File: src/rtl/argmax_stream.sv
// argmax_stream
//   Streaming argmax over one packed vector of NUM_INPUT scores, scanned
//   LANES elements per cycle. Reports the index and value of the maximum
//   and the margin (max minus runner-up) as a confidence measure.
//
// Ports
//   clk       clock, all state changes on the rising edge
//   rst       asynchronous, active-low reset
//   i_data    packed scores, element n at [n*INPUT_WIDTH +: INPUT_WIDTH]
//   i_valid   i_data valid
//   i_ready   vector can be accepted this cycle
//   o_index   index of the maximum (lowest index on ties)
//   o_value   maximum score
//   o_margin  max minus runner-up, modulo 2^INPUT_WIDTH
//   o_valid   result valid, held until o_ready
//   o_ready   consumer accepts the result
module argmax_stream #(
  parameter int NUM_INPUT   = 10,
  parameter int INPUT_WIDTH = 16,
  parameter int LANES       = 1,
  parameter int SIGNED_CMP  = 0,
  parameter int INDEX_WIDTH = 16
) (
  input  logic                             clk,
  input  logic                             rst,
  input  logic [NUM_INPUT*INPUT_WIDTH-1:0] i_data,
  input  logic                             i_valid,
  output logic                             i_ready,
  output logic [INDEX_WIDTH-1:0]           o_index,
  output logic [INPUT_WIDTH-1:0]           o_value,
  output logic [INPUT_WIDTH-1:0]           o_margin,
  output logic                             o_valid,
  input  logic                             o_ready
);

  localparam int W     = INPUT_WIDTH;
  localparam int DW    = NUM_INPUT * INPUT_WIDTH;
  // Wide enough to hold the pointer after its final increment.
  localparam int PTR_W = $clog2(NUM_INPUT + LANES + 1);
  // Smallest representable score: runner-up seed before any element is seen.
  localparam logic [W-1:0] MIN_VAL = (SIGNED_CMP != 0) ? (W'(1) << (W - 1)) : '0;

  typedef enum logic [1:0] {
    IDLE,
    SCAN,
    DONE
  } state_t;

  state_t                 state_q;
  // Holds the not-yet-scanned elements; shifted down by LANES elements per
  // scan cycle so that lane l always reads slot l.
  logic [DW-1:0]          buf_q;
  logic [W-1:0]           max_q;
  logic [W-1:0]           sec_q;
  logic [PTR_W-1:0]       idx_q;
  logic [PTR_W-1:0]       ptr_q;
  logic [INDEX_WIDTH-1:0] o_index_q;
  logic [W-1:0]           o_value_q;
  logic [W-1:0]           o_margin_q;
  logic                   o_valid_q;

  logic [W-1:0]           max_d;
  logic [W-1:0]           sec_d;
  logic [PTR_W-1:0]       idx_d;
  logic                   accept;
  logic                   scan_last;

  logic [W-1:0]           lane_val [LANES];
  logic [PTR_W-1:0]       lane_pos [LANES];
  logic [LANES-1:0]       lane_live;

  function automatic logic gt(input logic [W-1:0] a, input logic [W-1:0] b);
    if (SIGNED_CMP != 0) begin
      return $signed(a) > $signed(b);
    end else begin
      return a > b;
    end
  endfunction

  // Per-lane candidate, its element index, and whether it lies inside the
  // vector (the final scan cycle may be only partly populated).
  genvar gi;
  generate
    for (gi = 0; gi < LANES; gi++) begin : g_lane
      assign lane_val[gi]  = buf_q[gi*W +: W];
      assign lane_pos[gi]  = ptr_q + PTR_W'(gi);
      assign lane_live[gi] = lane_pos[gi] < PTR_W'(NUM_INPUT);
    end
  endgenerate

  // Combinational compare chain in ascending index order. Strict
  // greater-than keeps the lowest index on ties; an equal value still
  // raises the runner-up so a tie yields margin 0.
  always_comb begin
    max_d = max_q;
    sec_d = sec_q;
    idx_d = idx_q;
    for (int l = 0; l < LANES; l++) begin
      if (lane_live[l]) begin
        if (gt(lane_val[l], max_d)) begin
          sec_d = max_d;
          max_d = lane_val[l];
          idx_d = lane_pos[l];
        end else if (gt(lane_val[l], sec_d)) begin
          sec_d = lane_val[l];
        end
      end
    end
  end

  assign scan_last = (ptr_q + PTR_W'(LANES)) >= PTR_W'(NUM_INPUT);

  // DONE with o_ready high doubles as an accept slot for back-to-back vectors.
  assign i_ready = rst & ((state_q == IDLE) | ((state_q == DONE) & o_ready));
  assign accept  = i_valid & i_ready;

  always_ff @(posedge clk or negedge rst) begin
    if (!rst) begin
      state_q    <= IDLE;
      buf_q      <= '0;
      max_q      <= '0;
      sec_q      <= '0;
      idx_q      <= '0;
      ptr_q      <= '0;
      o_index_q  <= '0;
      o_value_q  <= '0;
      o_margin_q <= '0;
      o_valid_q  <= 1'b0;
    end else begin
      unique case (state_q)
        IDLE, DONE: begin
          if (accept) begin
            // Element 0 seeds the maximum; the rest wait in the buffer.
            buf_q <= i_data >> W;
            max_q <= i_data[W-1:0];
            sec_q <= MIN_VAL;
            idx_q <= '0;
            ptr_q <= PTR_W'(1);
            if (NUM_INPUT == 1) begin
              state_q    <= DONE;
              o_index_q  <= '0;
              o_value_q  <= i_data[W-1:0];
              o_margin_q <= i_data[W-1:0] - MIN_VAL;
              o_valid_q  <= 1'b1;
            end else begin
              state_q   <= SCAN;
              o_valid_q <= 1'b0;
            end
          end else if ((state_q == DONE) && o_ready) begin
            state_q   <= IDLE;
            o_valid_q <= 1'b0;
          end
        end
        SCAN: begin
          max_q <= max_d;
          sec_q <= sec_d;
          idx_q <= idx_d;
          ptr_q <= ptr_q + PTR_W'(LANES);
          buf_q <= buf_q >> (LANES * W);
          if (scan_last) begin
            state_q    <= DONE;
            o_index_q  <= INDEX_WIDTH'(idx_d);
            o_value_q  <= max_d;
            o_margin_q <= max_d - sec_d;
            o_valid_q  <= 1'b1;
          end
        end
        default: begin
          state_q <= IDLE;
        end
      endcase
    end
  end

  assign o_index  = o_index_q;
  assign o_value  = o_value_q;
  assign o_margin = o_margin_q;
  assign o_valid  = o_valid_q;

endmodule

File: config.mk
export PLATFORM = sky130hd
export DESIGN_NAME = argmax_stream
export DESIGN_NICKNAME = d
export VERILOG_FILES = /design/src/rtl/argmax_stream.sv
export SDC_FILE = /design/constraint.sdc
export NUM_CORES = 1
export LEC_CHECK = 0
export BUFFER_PORTS_ARGS = -buffer_cell sky130_fd_sc_hd__buf_2
export CAP_MARGIN = 0
export CORE_AREA = 2 2 186 188
export DETAILED_ROUTE_END_ITERATION = 10
export DIE_AREA = 0 0 188 190
export PLACE_DENSITY = 0.65
export SLEW_MARGIN = 10
export SYNTH_ARGS = -nofsm -noshare
export SYNTH_HDL_FRONTEND = slang
export SYNTH_SLANG_ARGS = --single-unit
File: constraint.sdc
create_clock -name clk -period 5.45 [get_ports clk]
set_clock_uncertainty 0.15 [all_clocks]
set_input_delay 1.635 -clock clk [delete_from_list [all_inputs] [get_ports clk]]
set_output_delay 1.635 -clock clk [all_outputs]
set_load 0.1 [all_outputs]
Word-level counts from Yosys, hierarchy flattened
Index checks and enable logic that the tools add are counted.

Bitwise gates (word level): 4. Mux-type cells: 28. $add $sub $neg: 2. Reductions and logical operators: 8. $lt $le $gt $ge: 4. Eq/ne operators: 5.

Operators with widths (count): $pmux W160 S2 (1); $mux W160 (1); $mux W16 (7); $pmux W16 S2 (2); $gt A16 B16 Y1 (2); $mux W4 (4); $pmux W4 S2 (2); $sub A16 B16 Y16 (1); $mux W1 (6); $mux W2 (3); $reduce_and A2 Y1 (3); $add A4 B1 Y4 const B (1); $ge A4 B4 Y1 const B (1); $lt A4 B4 Y1 const B (1); $ne A2 B2 Y1 const B (2); $pmux W2 S2 (1); $and A1 B1 Y1 (3); $ne A3 B3 Y1 const B (1); $reduce_and A3 Y1 (1); $eq A2 B1 Y1 const B (1); $eq A2 B2 Y1 const B (1); $logic_not A2 Y1 (1); $pmux W1 S2 (1); $reduce_bool A2 Y1 (1); 3 further kinds (3).

Output and inout bits: 50. Register bits after elaboration: 239. Input bits: 164. Logic and storage cells: 61.

Depth between registers and ports, before layout
Depth in word-level cells: 8. Mapped depth: 22. Depth with buffers taken out: 20.

Least setup slack after synthesis
Ideal clock, no wire load.

Kind: input port to output port. Start point: input port o_ready. End point: output port i_ready. Setup slack: -0.283 ns. Required time: 3.665 ns. Data arrival time: 3.948 ns. Buffers on the path: 0. Stages on the path: 2. Cell sequence: nor2b_1 nor3b_1.

Word-level cells in the longest chain between the ends: 3.

RTL lines: start: declaration (RTL line 33) `input logic o_ready`; $and A1 B1 Y1 (RTL line 114) `assign i_ready = rst & ((state_q == IDLE) | ((state_q == DONE) & o_ready));`; $or A1 B1 Y1 (RTL line 114); $and A1 B1 Y1 (RTL line 114); end: declaration (RTL line 28) `output logic i_ready,`.

Every way passes these cells.

Worst setup path after layout
Start point: register buf_q[14]. End point: register o_margin_q[14], in the netlist o_margin[14].

Word-level cells in the longest chain between the ends: 7. Elaborated cells on any way between the ends: 11. Classes of those cells: add/sub (1); order compare (2); mux (8).

RTL lines: start: declaration (RTL line 52) `logic [DW-1:0] buf_q;`; start signal: assignment (RTL line 134) `buf_q <= i_data >> W;`; start signal: assignment (RTL line 159) `buf_q <= buf_q >> (LANES * W);`; $gt A16 B16 Y1 (RTL line 76) `return a > b;`; $mux W1 (RTL line 100) `if (gt(lane_val[l], max_d)) begin`; $mux W1 (RTL line 99) `if (lane_live[l]) begin`; $mux W16 (RTL line 104) `end else if (gt(lane_val[l], sec_d)) begin`; $mux W16 (RTL line 100); $mux W16 (RTL line 99); $sub A16 B16 Y16 * (RTL line 164) `o_margin_q <= max_d - sec_d;`; end signal: assignment (RTL line 143) `o_margin_q <= i_data[W-1:0] - MIN_VAL;`; end signal: assignment (RTL line 164); end: declaration (RTL line 59) `logic [W-1:0] o_margin_q;`.

Every way passes the cells marked *; elsewhere a longest branch is shown, timed or not. The select of a mux whose other input is x is not followed. A chain may end at the register's enable or synchronous reset.

==> results.toml <==
[synth]
ys_top_cells_by_area = "dfrtp_1 48%, nand2_1 12%, a31oi_1 7.9%"
synth_common_cells = "372 x nand2_1, 223 x dfrtp_1, 161 x nor2_1"
ys_types = 61
synth_most_common_cell = "nand2_1"
synth_seq_cells = 223
syn_area_sq_mm = 0.0116
avgSynthCellArea_sq_um = 8.37
synth_top_flop_cell = "dfrtp_1"
syn_inst = 1387
async_flop_share = 1.00
synth-edff-count = 0
synth_seq_area_share = 0.481
synth_warnings = 0
synth_top_cell_by_area = "dfrtp_1"
synth_top_area_frac = 0.481

[drt]
via_per_inst = 5.12
vias = 10331
dr.pass1.iters = 5
ant_nets = 0
dr.first_iter.drc_count = 885
drc = 0
routedWlPerCell_microns = 17.1
wl_microns = 34500

[clock_tree]
cts_tree = "yes"
clock_latency_ns = 0.54
cts_buffer_depth = 3
clk_pin_slew_ns = 0.06
numCtsBuffers = 26
cts_sinks = 223
post_cts_resized = 0
cts-root-buf = "clkbuf_16"
cts_max_level = 1
hold_buffers = 0
post_cts_buffers = 0

[grt]
globalRouteOverflowTotal = 0
grt_max_degree = 188
grt_pass1_vias = 10097
grt_antenna_before_repair = 3
grt_usage = 0.191
grt_pass1_wl_microns = 54700

[worst_setup_path]
end_kind = "flop"
cp_max_fo = 7
rrSetupSlack_ns = 0.34
criticalPathCategory = "reg2reg"
r2r_start = "buf_q[14]"
cp.arrival_ns = 5.44
worstSetupStartpoint = "buf_q[14]"
timing.critical_path.to = "o_margin[14]"
r2r-end = "o_margin[14]"
critPathLaunchType = "flop"
required_ns = 5.77
worstRegToRegCells = 18

[layout]
nets = 1758
layout-drive-gt1-share = 0.184
multi_input_area_sq_mm = 0.00544
syn_to_final_growth_pct = 20.8
fillers = 3465
seq_area_sq_mm = 0.00558
diodes = 0

[place]
numPortBuffers = 201
gp_congestion = 0.877
dp_hpwl_microns = 24200

[job]
maxCapViolCount = 0

[timing]
hold_violations = 0
grt_setup_unrepaired = "no"
slew_headroom = 0.331
setup_viol = 0
max_freq_ghz = 0.196
max_slew.worst_pin.slew_ns = 1.00
period_needed_ns = 5.11
fin_tns_setup_ns = 0
finalMaxSlewViolations = 0
min_period_over_period = 0.938

[floorplan]
fp-row-count = 68
initial_core_util = 0.342
die_area_sq_mm = 0.0357
ios = 214
die_h_microns = 190
dieWidth_microns = 188
core_area_sq_mm = 0.0339

[status]
status = "finished clean"

[hold_path]
hold_class = "reg2reg"
-- layer usage --
layer / up-vias / share of wire / global-route usage
li1: 5047 / - / -
met4: 6 / 0.028 / 0.0572
met1: 4920 / 0.45 / 0.258
met2: 305 / 0.47 / 0.317
met3: 53 / 0.054 / 0.0306
met5: - / 0.0012 / 0
-- layout by cell type, fill, tap and decap left out, drive strengths merged, types with 7 or more instances in the layout --
| master | count |
|---|---|
| nor2 | 161 |
| nor2b | 7 |
| ha | 49 |
| o22a | 14 |
| xor2 | 7 |
| a31oi | 147 |
| o21ai | 64 |
| conb | 12 |
| nand2 | 372 |
| mux2i | 18 |
| buf | 225 |
| o22ai | 16 |
| nand3 | 40 |
| dfrtp | 223 |
| inv | 50 |
| clkbuf | 35 |
| a21oi | 31 |
-- layout make-up --
| type | instances | area share |
|---|---|---|
| inverters | 50 | 0.0134 |
| repair buffers | 225 | 0.0880 |
| clock inverters | 13 | 0.0157 |
| clock buffers | 35 | 0.0560 |
| well taps | 455 | 0.0406 |
| multi-input cells | 1018 | 0.388 |
| flip-flops and latches | 223 | 0.398 |
-- worst max-delay path, stage by stage (launching register included) --
cell      delay, ns
dfrtp_1        0.43
ha_1           0.34
nand4_1        0.21
or3_1          0.44
a21oi_2        0.19
o31a_1         0.23
buf_4          0.22
mux2i_2        0.29
ha_1           0.22
inv_1          0.06
fa_1           0.42
a21o_1         0.20
a21oi_1        0.26
o21bai_1       0.13
a2111o_1       0.47
nand3_1        0.11
a311oi_1       0.12
or4_1          0.48
nand3_1        0.09
-- per-stage QoR --
| stage | std cells | hold WS (ns) | util | setup slack, ns | instance area, sq um |
|---|---|---|---|---|---|
| 5_1_grt | 2019 | 0.347 | 0.413 | 0.0171 | 14000 |
| 2_1_floorplan | 1398 | 0.292 | - | 0.743 | 11600 |
| 6_report | 2019 | 0.323 | 0.413 | 0.337 | 14000 |
| 3_5_place_dp | 1971 | 0.318 | 0.383 | 0.360 | 13000 |
| 4_1_cts | 2019 | 0.331 | 0.413 | 0.344 | 14000 |
| 3_3_place_gp | 1971 | 0.308 | 0.383 | 0.499 | 13000 |
-- worst min-delay path by stage --
| stage | cells past startpoint | end | startpoint | slack [ns] |
|---|---|---|---|---|
| 2_1_floorplan | 2 | idx_q[1] | idx_q[1] | 0.29 |
| 3_3_place_gp | 2 | idx_q[1] | idx_q[1] | 0.31 |
| 3_5_place_dp | 2 | o_value[6] | o_value[6] | 0.32 |
| 4_1_cts | 2 | o_value[6] | o_value[6] | 0.33 |
| 5_1_grt | 2 | o_margin[2] | o_margin[2] | 0.35 |
| 6_report | 2 | o_margin[6] | o_margin[6] | 0.32 |
-- sequential cells by signal (all words and copies together), names as in the netlist --
register	count
sec_q	16
buf_q	144
idx_q	4
o_valid	1
state_q	2
o_index	4
max_q	16
ptr_q	4
o_margin	16
o_value	16
-- cells by family (layout without fill, tap and decap cells) --
kind of cell | Yosys count | count (layout) | synth area share
compound gates | 309 | 309 | 0.168
flops | 223 | 223 | 0.481
other cells | 1 | 12 | 0.000323
mux | 19 | 19 | 0.0165
fa+ha+maj | 50 | 50 | 0.0546
buf+inv | 157 | 323 | 0.0561
simple gates | 618 | 618 | 0.217
xor+xnor | 10 | 10 | 0.00755
Power is not shown: default switching activity piles up to over one toggle a cycle in this logic, so the estimate is an artifact.
